### src/rtl/riscv_pkg.sv
// Shared RV32I encodings, access-size decode and LSU state type for the pipeline stages.
package riscv_pkg;

  localparam logic [1:0] RESULT_ALU = 2'b00;
  localparam logic [1:0] RESULT_MEM = 2'b01;
  localparam logic [1:0] RESULT_PC4 = 2'b10;

  localparam logic [2:0] F3_B  = 3'b000;
  localparam logic [2:0] F3_H  = 3'b001;
  localparam logic [2:0] F3_W  = 3'b010;
  localparam logic [2:0] F3_BU = 3'b100;
  localparam logic [2:0] F3_HU = 3'b101;

  typedef enum logic [1:0] {SIZE_B, SIZE_H, SIZE_W} accSize_t;
  typedef enum logic {LSU_IDLE, LSU_WAIT} lsu_state_t;

  // BU/HU are only meaningful for loads; any other encoding is a word access.
  function automatic accSize_t accessSize(input logic [2:0] funct3, input logic isStore);
    case (funct3)
      F3_B:    return SIZE_B;
      F3_H:    return SIZE_H;
      F3_BU:   return isStore ? SIZE_W : SIZE_B;
      F3_HU:   return isStore ? SIZE_W : SIZE_H;
      default: return SIZE_W;
    endcase
  endfunction

endpackage

### src/rtl/lsu_load_ext.sv
// Load data extraction: selects the addressed byte/half of the bus word and sign/zero-extends it.
module lsu_load_ext
  import riscv_pkg::*;
(
  input  logic [31:0] rdata,
  input  logic [1:0]  addrLo,
  input  logic [2:0]  funct3,
  output logic [31:0] loadVal
);

  logic [7:0]  byteVal;
  logic [15:0] halfVal;

  assign byteVal = rdata[{addrLo, 3'b000} +: 8];
  assign halfVal = addrLo[1] ? rdata[31:16] : rdata[15:0];

  always_comb begin
    case (funct3)
      F3_B:    loadVal = {{24{byteVal[7]}}, byteVal};
      F3_BU:   loadVal = {24'b0, byteVal};
      F3_H:    loadVal = {{16{halfVal[15]}}, halfVal};
      F3_HU:   loadVal = {16'b0, halfVal};
      default: loadVal = rdata;
    endcase
  end

endmodule

### src/rtl/mem_access_stage.sv
// Memory stage: drives the req/gnt/rvalid data bus, stalls while a transaction is open, holds M/W register.
// Optional MISALIGN_TRAP_EN: misaligned half/word accesses are not issued and flagged on MisalignW.
module mem_access_stage
  import riscv_pkg::*;
#(
  parameter  int XLEN   = 32,
  parameter  int REG_AW = 5,
  localparam int BE_W   = XLEN / 8
) (
  input  logic              clk,
  input  logic              reset,
  input  logic              RegWriteM,
  input  logic              MemWriteM,
  input  logic [1:0]        ResultSrcM,
  input  logic [2:0]        Funct3M,
  input  logic [XLEN-1:0]   ALUResultM,
  input  logic [XLEN-1:0]   WriteDataM,
  input  logic [XLEN-1:0]   PCPlus4M,
  input  logic [REG_AW-1:0] RdM,
  output logic              dmem_req,
  output logic              dmem_we,
  output logic [XLEN-1:0]   dmem_addr,
  output logic [BE_W-1:0]   dmem_be,
  output logic [XLEN-1:0]   dmem_wdata,
  input  logic              dmem_gnt,
  input  logic              dmem_rvalid,
  input  logic [XLEN-1:0]   dmem_rdata,
  output logic              StallM,
`ifdef MISALIGN_TRAP_EN
  output logic              MisalignW,
`endif
  output logic              RegWriteW,
  output logic [1:0]        ResultSrcW,
  output logic [XLEN-1:0]   ALUResultW,
  output logic [XLEN-1:0]   ReadDataW,
  output logic [XLEN-1:0]   PCPlus4W,
  output logic [REG_AW-1:0] RdW
);

  lsu_state_t      state, stateNext;
  accSize_t        size;
  logic            isStore, isLoad, memop, misalign, issue;
  logic            reqRaw, done, loadDone;
  logic [1:0]      aLo;
  logic [XLEN-1:0] loadVal;

  assign isStore = MemWriteM;
  assign isLoad  = ~MemWriteM & (ResultSrcM == RESULT_MEM);
  assign memop   = isStore | isLoad;
  assign aLo     = ALUResultM[1:0];
  assign size    = accessSize(Funct3M, isStore);

`ifdef MISALIGN_TRAP_EN
  assign misalign = memop & (((size == SIZE_H) & aLo[0]) | ((size == SIZE_W) & (aLo != 2'b00)));
`else
  assign misalign = 1'b0;
`endif
  assign issue = memop & ~misalign;

  always_ff @(posedge clk or negedge reset) begin
    if (!reset) state <= LSU_IDLE;
    else        state <= stateNext;
  end

  always_comb begin
    stateNext = state;
    reqRaw    = 1'b0;
    done      = 1'b0;
    loadDone  = 1'b0;
    case (state)
      LSU_IDLE: begin
        reqRaw = issue;
        if (issue & dmem_gnt) begin
          if (isStore) done = 1'b1;
          else         stateNext = LSU_WAIT;
        end
      end
      LSU_WAIT: begin
        if (dmem_rvalid) begin
          done      = 1'b1;
          loadDone  = 1'b1;
          stateNext = LSU_IDLE;
        end
      end
      default: stateNext = LSU_IDLE;
    endcase
  end

  // Reset masks the request immediately, independent of the clock.
  assign dmem_req   = reqRaw & reset;
  assign StallM     = issue & ~done & reset;
  assign dmem_we    = isStore;
  assign dmem_addr  = {ALUResultM[XLEN-1:2], 2'b00};

  always_comb begin
    dmem_be    = {BE_W{1'b1}};
    dmem_wdata = WriteDataM;
    case (size)
      SIZE_B: begin
        dmem_be    = 4'b0001 << aLo;
        dmem_wdata = {4{WriteDataM[7:0]}};
      end
      SIZE_H: begin
        dmem_be    = aLo[1] ? 4'b1100 : 4'b0011;
        dmem_wdata = {2{WriteDataM[15:0]}};
      end
      default: ;
    endcase
  end

  lsu_load_ext uLoadExt (
    .rdata   (dmem_rdata),
    .addrLo  (aLo),
    .funct3  (Funct3M),
    .loadVal (loadVal)
  );

  // M/W pipeline register: bubble while stalled, otherwise capture M fields.
  always_ff @(posedge clk or negedge reset) begin
    if (!reset) begin
      RegWriteW  <= 1'b0;
      ResultSrcW <= RESULT_ALU;
      ALUResultW <= '0;
      ReadDataW  <= '0;
      PCPlus4W   <= '0;
      RdW        <= '0;
`ifdef MISALIGN_TRAP_EN
      MisalignW  <= 1'b0;
`endif
    end else if (StallM) begin
      RegWriteW  <= 1'b0;
      ResultSrcW <= RESULT_ALU;
`ifdef MISALIGN_TRAP_EN
      MisalignW  <= 1'b0;
`endif
    end else begin
      RegWriteW  <= RegWriteM & ~misalign;
      ResultSrcW <= ResultSrcM;
      ALUResultW <= ALUResultM;
      PCPlus4W   <= PCPlus4M;
      RdW        <= RdM;
      if (loadDone) ReadDataW <= loadVal;
`ifdef MISALIGN_TRAP_EN
      MisalignW  <= misalign;
`endif
    end
  end

endmodule

### config.mk
export PLATFORM = sky130hd
export DESIGN_NAME = mem_access_stage
export DESIGN_NICKNAME = d
export VERILOG_FILES = /design/src/rtl/riscv_pkg.sv /design/src/rtl/lsu_load_ext.sv /design/src/rtl/mem_access_stage.sv
export SDC_FILE = /design/constraint.sdc
export NUM_CORES = 1
export LEC_CHECK = 0
export CELL_PAD_IN_SITES_DETAIL_PLACEMENT = 1
export CELL_PAD_IN_SITES_GLOBAL_PLACEMENT = 2
export CORE_MARGIN = 2
export CORE_UTILIZATION = 26
export DETAILED_ROUTE_END_ITERATION = 8
export HOLD_SLACK_MARGIN = 0.15
export PLACE_DENSITY_LB_ADDON = 0.1
export SYNTH_ARGS = -nofsm -noshare
export SYNTH_HDL_FRONTEND = slang
export SYNTH_HIERARCHICAL = 1
export SYNTH_SLANG_ARGS = --single-unit
### constraint.sdc
create_clock -name clk -period 3.25 [get_ports clk]
set_clock_uncertainty 0.1 [all_clocks]
set_input_delay 0.975 -clock clk [delete_from_list [all_inputs] [get_ports clk]]
set_output_delay 0.975 -clock clk [all_outputs]
set_load 0.01 [all_outputs]
==> results of run 1 <==
cells by family (layout without fill, tap and decap cells):
group	Yosys count	after routing	share of synthesized area, %
multiplexers	137	137	30.85
flip-flops	105	105	45.65
buffers and inverters	70	373	8.848
AO/OA/AOI/OAI	62	62	10.30
AND/OR/NAND/NOR	45	45	4.282
other	1	2	0.06515
per-layer routing:
layer  up-vias  global-route usage (%)  wire, um
met1      2251                   19.24      7747
met2       159                   31.09     10470
met4         0                   3.175       168
met5         -                       0         0
met3        12                   5.489      1362
li1       2068                       -         -
stage by stage:
step	power [uW]	TNS [ns]	hold slack, ns	std cells
6_report	4250	0	0.3414	1004
5_1_grt	4492	-0.1057	0.3324	1004
4_1_cts	4323	-0.1258	0.3328	1005
3_5_place_dp	3179	-16.24	0.3924	973
3_3_place_gp	3158	-15.19	0.3900	973
2_1_floorplan	2294	0	0.3844	421
sequential cells by signal (all words and copies together) (netlist names):
| signal | count |
|---|---|
| ReadDataW | 32 |
| ResultSrcW | 2 |
| ALUResultW | 32 |
| PCPlus4W | 32 |
| state | 1 |
| RegWriteW | 1 |
| RdW | 5 |
worst paths after layout:
check / from / to / slack [ns] / cells after the start
worst max register to register: state / ALUResultW[2] / 1.19 / 5
max in group asynchronous: reset / ALUResultW[11] / 1.09 / 3
worst min register to register: ReadDataW[29] / ReadDataW[29] / 0.41 / 1
worst min-delay path: reset / state / 0.34 / 1
min in group clk: ReadDataW[29] / ReadDataW[29] / 0.41 / 1
worst max-delay path: MemWriteM / dmem_wdata[23] / 0.02 / 6
power by group through the flow:
stage,Sequential [uW],Combinational (uW),Clock (uW)
detailed placement,1670,1510,0
finish,1640,1510,1100
floorplan,1760,533,0
global placement,1660,1500,0
CTS,1650,1520,1150
global route,1680,1610,1210
what timing repair did:
item / CTS / global route
resized for setup: 83 / 25
endpoints found under the setup margin: 32 / 26
pin swaps: 1 / 1
gates cloned: 2 / 0
buffers inserted: 14 / 0
final cells by class:
class,instances,area [um2]
Tap cell,280,350.3
Inverter,4,15.01
Fill cell,2272,12350
Clock buffer,9,225.2
Multi-Input combinational cell,246,2660
Clock inverter,7,75.07
Sequential cell,105,2628
Timing Repair Buffer,353,3456
critical path, cell delays in order:
cell,delay (ns)
buf_8,0.10
a21oi_4,0.21
buf_4,0.15
buf_6,0.11
mux2_2,0.33
dlygate4sd2_1,0.28
Yosys cell counts (3+ instances only):
| library cell | instances | area [um2] |
|---|---|---|
| dfrtp_1 | 105 | 2628 |
| mux2_4 | 67 | 1006 |
| mux2_2 | 55 | 619.3 |
| buf_4 | 44 | 330.3 |
| a21oi_1 | 16 | 80.08 |
| mux2i_1 | 15 | 150.1 |
| a2bb2oi_2 | 14 | 210.2 |
| nor2_1 | 14 | 52.55 |
| nor2b_1 | 12 | 75.07 |
| buf_6 | 10 | 112.6 |
| a221o_1 | 6 | 60.06 |
| a2bb2oi_1 | 6 | 52.55 |
| clkbuf_1 | 6 | 22.52 |
| nand2_1 | 6 | 22.52 |
| buf_2 | 5 | 25.02 |
| o21ai_0 | 5 | 25.02 |
| o221ai_1 | 5 | 43.79 |
| and2_1 | 3 | 18.77 |
| inv_1 | 3 | 11.26 |
| o21a_1 | 3 | 22.52 |
layout by cell type, fill, tap and decap left out, drive strengths merged, types with 3 or more instances in the layout:
master and count:
a21oi 16, a221o 6, a2bb2oi 20, and2 3, buf 49, clkbuf 11, clkdlybuf4s15 7, clkdlybuf4s50 280
clkinv 6, dfrtp 105, dlygate4sd2 15, inv 5, mux2 122, mux2i 15, nand2 6, nor2 14
nor2b 13, o21a 3, o21ai 6, o221ai 5
==> out/qor.yml, run 1 <==
status: "completed"
grt_pass1_wl_mm: 30.80
antenna_found_initial: 0
dr.pass1.iters: 4
syn-instance-count: 420
ys_types: 37
finalMaxSlewViolations: 0
hold_viol_final: 0
rsz0062_at_grt: "yes"
grt_pass1_vias: 5024
relSlewSlack_pct: 47.56
syn_area_per_cell_um2: 13.70
final_area_um2: 9409
maxCapViolations: 0
worstPathMaxFanout: 6
layout_setup_ws_ns: 0.02426
cts_tree: "done"
avgRoutedWirePerCell_um: 19.66
gp_congestion: 0.7818
ios: 319
clock_latency_ns: 0.34
tightest_slew_ns: 0.7866
synth_edf_count: 0
p_comb_share_pct: 35.5
p_leak_uw: 0.004117
dp_hpwl_mm: 14.71
hp-class: "input pin to asynchronous set/reset pin"
place_ws_ns: -0.6218
num_rows: 54
arrival_ns: 2.15
overflow: 0
syn_area_um2: 5756
cts-htree-levels: 3
port_buffers: 316
dpl_cell_area_um2: 8970
ctsHoldBuffers: 0
cts-root-buf: "clkbuf_16"
power_frac_clock_pct: 25.8
fin_crit_ns: 3.226
antenna_cells: 0
die_x_um: 152.8
die-area_um2: 23340
area_delta_synth_final_pct: 63.48
critPathCaptureType: "output pin"
worstPathRequired_ns: 2.17
grt_usage_pct: 16.91
viasPerCell: 4.472
synth.yosys.warnings: 6
utilization_pct: 43.25
critPathKind: "input pin to output pin"
p_per_area_nw_per_um2: 451.7
period_share_pct: 99.25
synthArstFlopShare_pct: 100.0
critPathLaunchType: "input pin"
drtIter0Drc: 137
nets: 863
p_sw_share_pct: 29.23
synth_flop_cell: "dfrtp_1"
power.switching_uw: 1242
drive_gt1_share_pct: 29.42
routed_wl_mm: 19.74
seq_area_frac_synth_pct: 45.65
cts_buffers: 9
core_um2: 21760
grt_start_max_net_pins: 60
sequentialPowerShare_pct: 38.7
cts.path.max_buffers: 2
ant_nets: 0
clock-sinks: 105
synth-seq-cells: 105
fmax_ghz: 0.3100
via_count: 4490
vdd_drop_max_v: 0.0002361
dieHeight_um: 152.8
setup_viol_count_final: 0
initial_core_util_pct: 26.46
drc: 0
p_int_uw: 3007
clk_pin_slew_ns: 0.07
(Power assumes the default switching activity.)
==> inputs of run 2 (changes only) <==
REMOVE_ABC_BUFFERS = 1   (was not set)
TNS_END_PERCENT = 10   (was not set)
==> run 2 against run 1 <==
  * Power is 0.93% higher
  * Flip-flop and latch count stayed put
  * Fmax is 0.27% lower
  * Largest power group unchanged
==> out/qor.yml, run 2 (synthesis gave the netlist of run 1 again) <==
final_cell_mix: "clkdlybuf4s50_1, dfrtp_1, mux2_4"
place_ws_ns: -0.6663  # -0.04447 ns
via_count: 4489  # -0.022%
setup_viol_count_final: 0  # unchanged
cts-root-buf: "clkbuf_16"
antenna_found_initial: 1  # +1
num_rows: 54  # unchanged
register_area_um2: 2628  # unchanged
clock-sinks: 105  # unchanged
hold_viol_final: 0  # unchanged
ctsHoldBuffers: 0  # unchanged
drive_gt1_share_pct: 28.83  # -0.59 points
fmax_ghz: 0.3092  # -0.27%
p_total_uw: 4290  # +0.93%
regToRegSetupSlack_ns: 0.81  # -0.38 ns
core_um2: 21760  # unchanged
ant_nets: 0  # unchanged
grt_pass1_wl_mm: 30.33  # -1.5%
fillers: 2277  # +0.22%
nets: 857  # -0.70%
routed_wl_mm: 19.51  # -1.2%
gp_congestion: 0.7426  # -5.0%
fin_crit_ns: 3.234  # +0.008657 ns
worstPathRequired_ns: 2.17  # about the same
die-area_um2: 23340  # unchanged
dr.pass1.iters: 4  # unchanged
top_regs: "ALUResultW (32), PCPlus4W (32), ReadDataW (32)"
relSlewSlack_pct: 39.59  # -8.0 points
arrival_ns: 2.16  # about the same
grt_usage_pct: 16.60  # -0.31 points
worstPathMaxFanout: 8  # +2
overflow: 0  # unchanged
initial_core_util_pct: 26.46  # unchanged
layout_setup_ws_ns: 0.01561  # -0.008657 ns
dp_hpwl_mm: 14.70  # about the same
clk_pin_slew_ns: 0.07  # about the same
cts_tree: "done"
p_leak_uw: 0.004123  # +0.17%
mostFrequentLayoutCell: "clkdlybuf4s50_1"
tightest_slew_ns: 0.9062  # +0.1196 ns
maxCapViolations: 0  # unchanged
vdd_drop_max_v: 0.0003054  # +29%
drc: 0  # unchanged
port_buffers: 316  # unchanged
grt_start_max_net_pins: 69  # +15%
critPathKind: "input pin to output pin"
die_x_um: 152.8  # unchanged
period_share_pct: 99.52  # +0.27 points
status: "completed"
dieHeight_um: 152.8  # unchanged
cts.path.max_buffers: 2  # unchanged
area_delta_synth_final_pct: 63.35  # about the same
rsz0062_at_grt: "yes"
p_per_area_nw_per_um2: 456.3  # +1.0%
critPathLaunchType: "input pin"
clock_latency_ns: 0.35  # about the same
critPathCaptureType: "output pin"
cts-htree-levels: 3  # unchanged
hp-class: "flop to flop"
avgRoutedWirePerCell_um: 19.55  # -0.60%
grt_pass1_vias: 5063  # +0.78%
finalMaxSlewViolations: 0  # unchanged
cts_buffers: 9  # unchanged
drtIter0Drc: 128  # -6.6%
viasPerCell: 4.498  # +0.58%
multi_input_area_um2: 2664  # +0.14%
antenna_cells: 0  # unchanged
ios: 319  # unchanged
## run 2: changes by cell type in the layout (fill, tap and decap cells not counted), sizes merged, moves of 2 or more
cell	delta
clkdlybuf4s15	-5
dlymetal6s2s	+2
clkinv	-3
dlygate4sd2	+5
buf	-6
## run 2: layout make-up
class	count	share of cell area (%)
tap	280	3.726
clock inverter	6	0.7719
timing repair buffer	347	36.52
clock buffer	10	2.542
inverter	4	0.1597
sequential	105	27.95
multi-input combinational	246	28.33
## run 2: worst paths after layout
kind | endpoint | start | depth (start not counted)
setup / recovery | dmem_wdata[12] | MemWriteM | 7
hold / removal | ReadDataW[15] | ReadDataW[15] | 1
setup reg to reg | PCPlus4W[15] | state | 5
hold reg to reg | ReadDataW[15] | ReadDataW[15] | 1
max in group asynchronous | PCPlus4W[0] | reset | 3
min in group asynchronous | state | reset | 2
## run 2: stage by stage
stage	std cells	hold slack [ns]	util (%)	area [um2]	setup TNS, ns
finish	998	0.4064	43.21	9402	0
global placement	975	0.3886	41.37	9000	-26.95
global route	998	0.4192	43.21	9402	-0.1548
floorplan	355	0.3844	-	5265	-69.54
CTS	998	0.4111	43.05	9365	-0.1301
detailed placement	975	0.3918	41.37	9000	-29.85
## run 2: timing repair
item / CTS / global route
hold endpoints to repair: 0 / 0
gates cloned: 2 / 0
gates resized for setup: 90 / 14
endpoints found under the setup margin: 35 / 12
pin swaps: 1 / 1
buffers inserted: 5 / 0
## run 2: where the power goes
group          internal [uW]  switching (uW)  leakage [uW]  total [uW]
logic                    935             554       0.00272        1490
registers               1530             122       0.00124        1650
clock network            630             523      0.000155        1150
total                   3090            1200       0.00412        4290
## run 2: critical path, stage by stage
cell and delay (ns):
buf_8 0.10, a21oi_4 0.21, nor2b_4 0.19, buf_6 0.15, buf_6 0.10, mux2_4 0.29, buf_6 0.12
## run 2: routing by layer
metal	GRT usage (%)	vias up	wire length [um]
met5	0	-	13
met4	3.307	2	165
met3	7.338	17	1888
met2	28.46	186	9731
met1	19.29	2235	7707
li1	-	2049	-
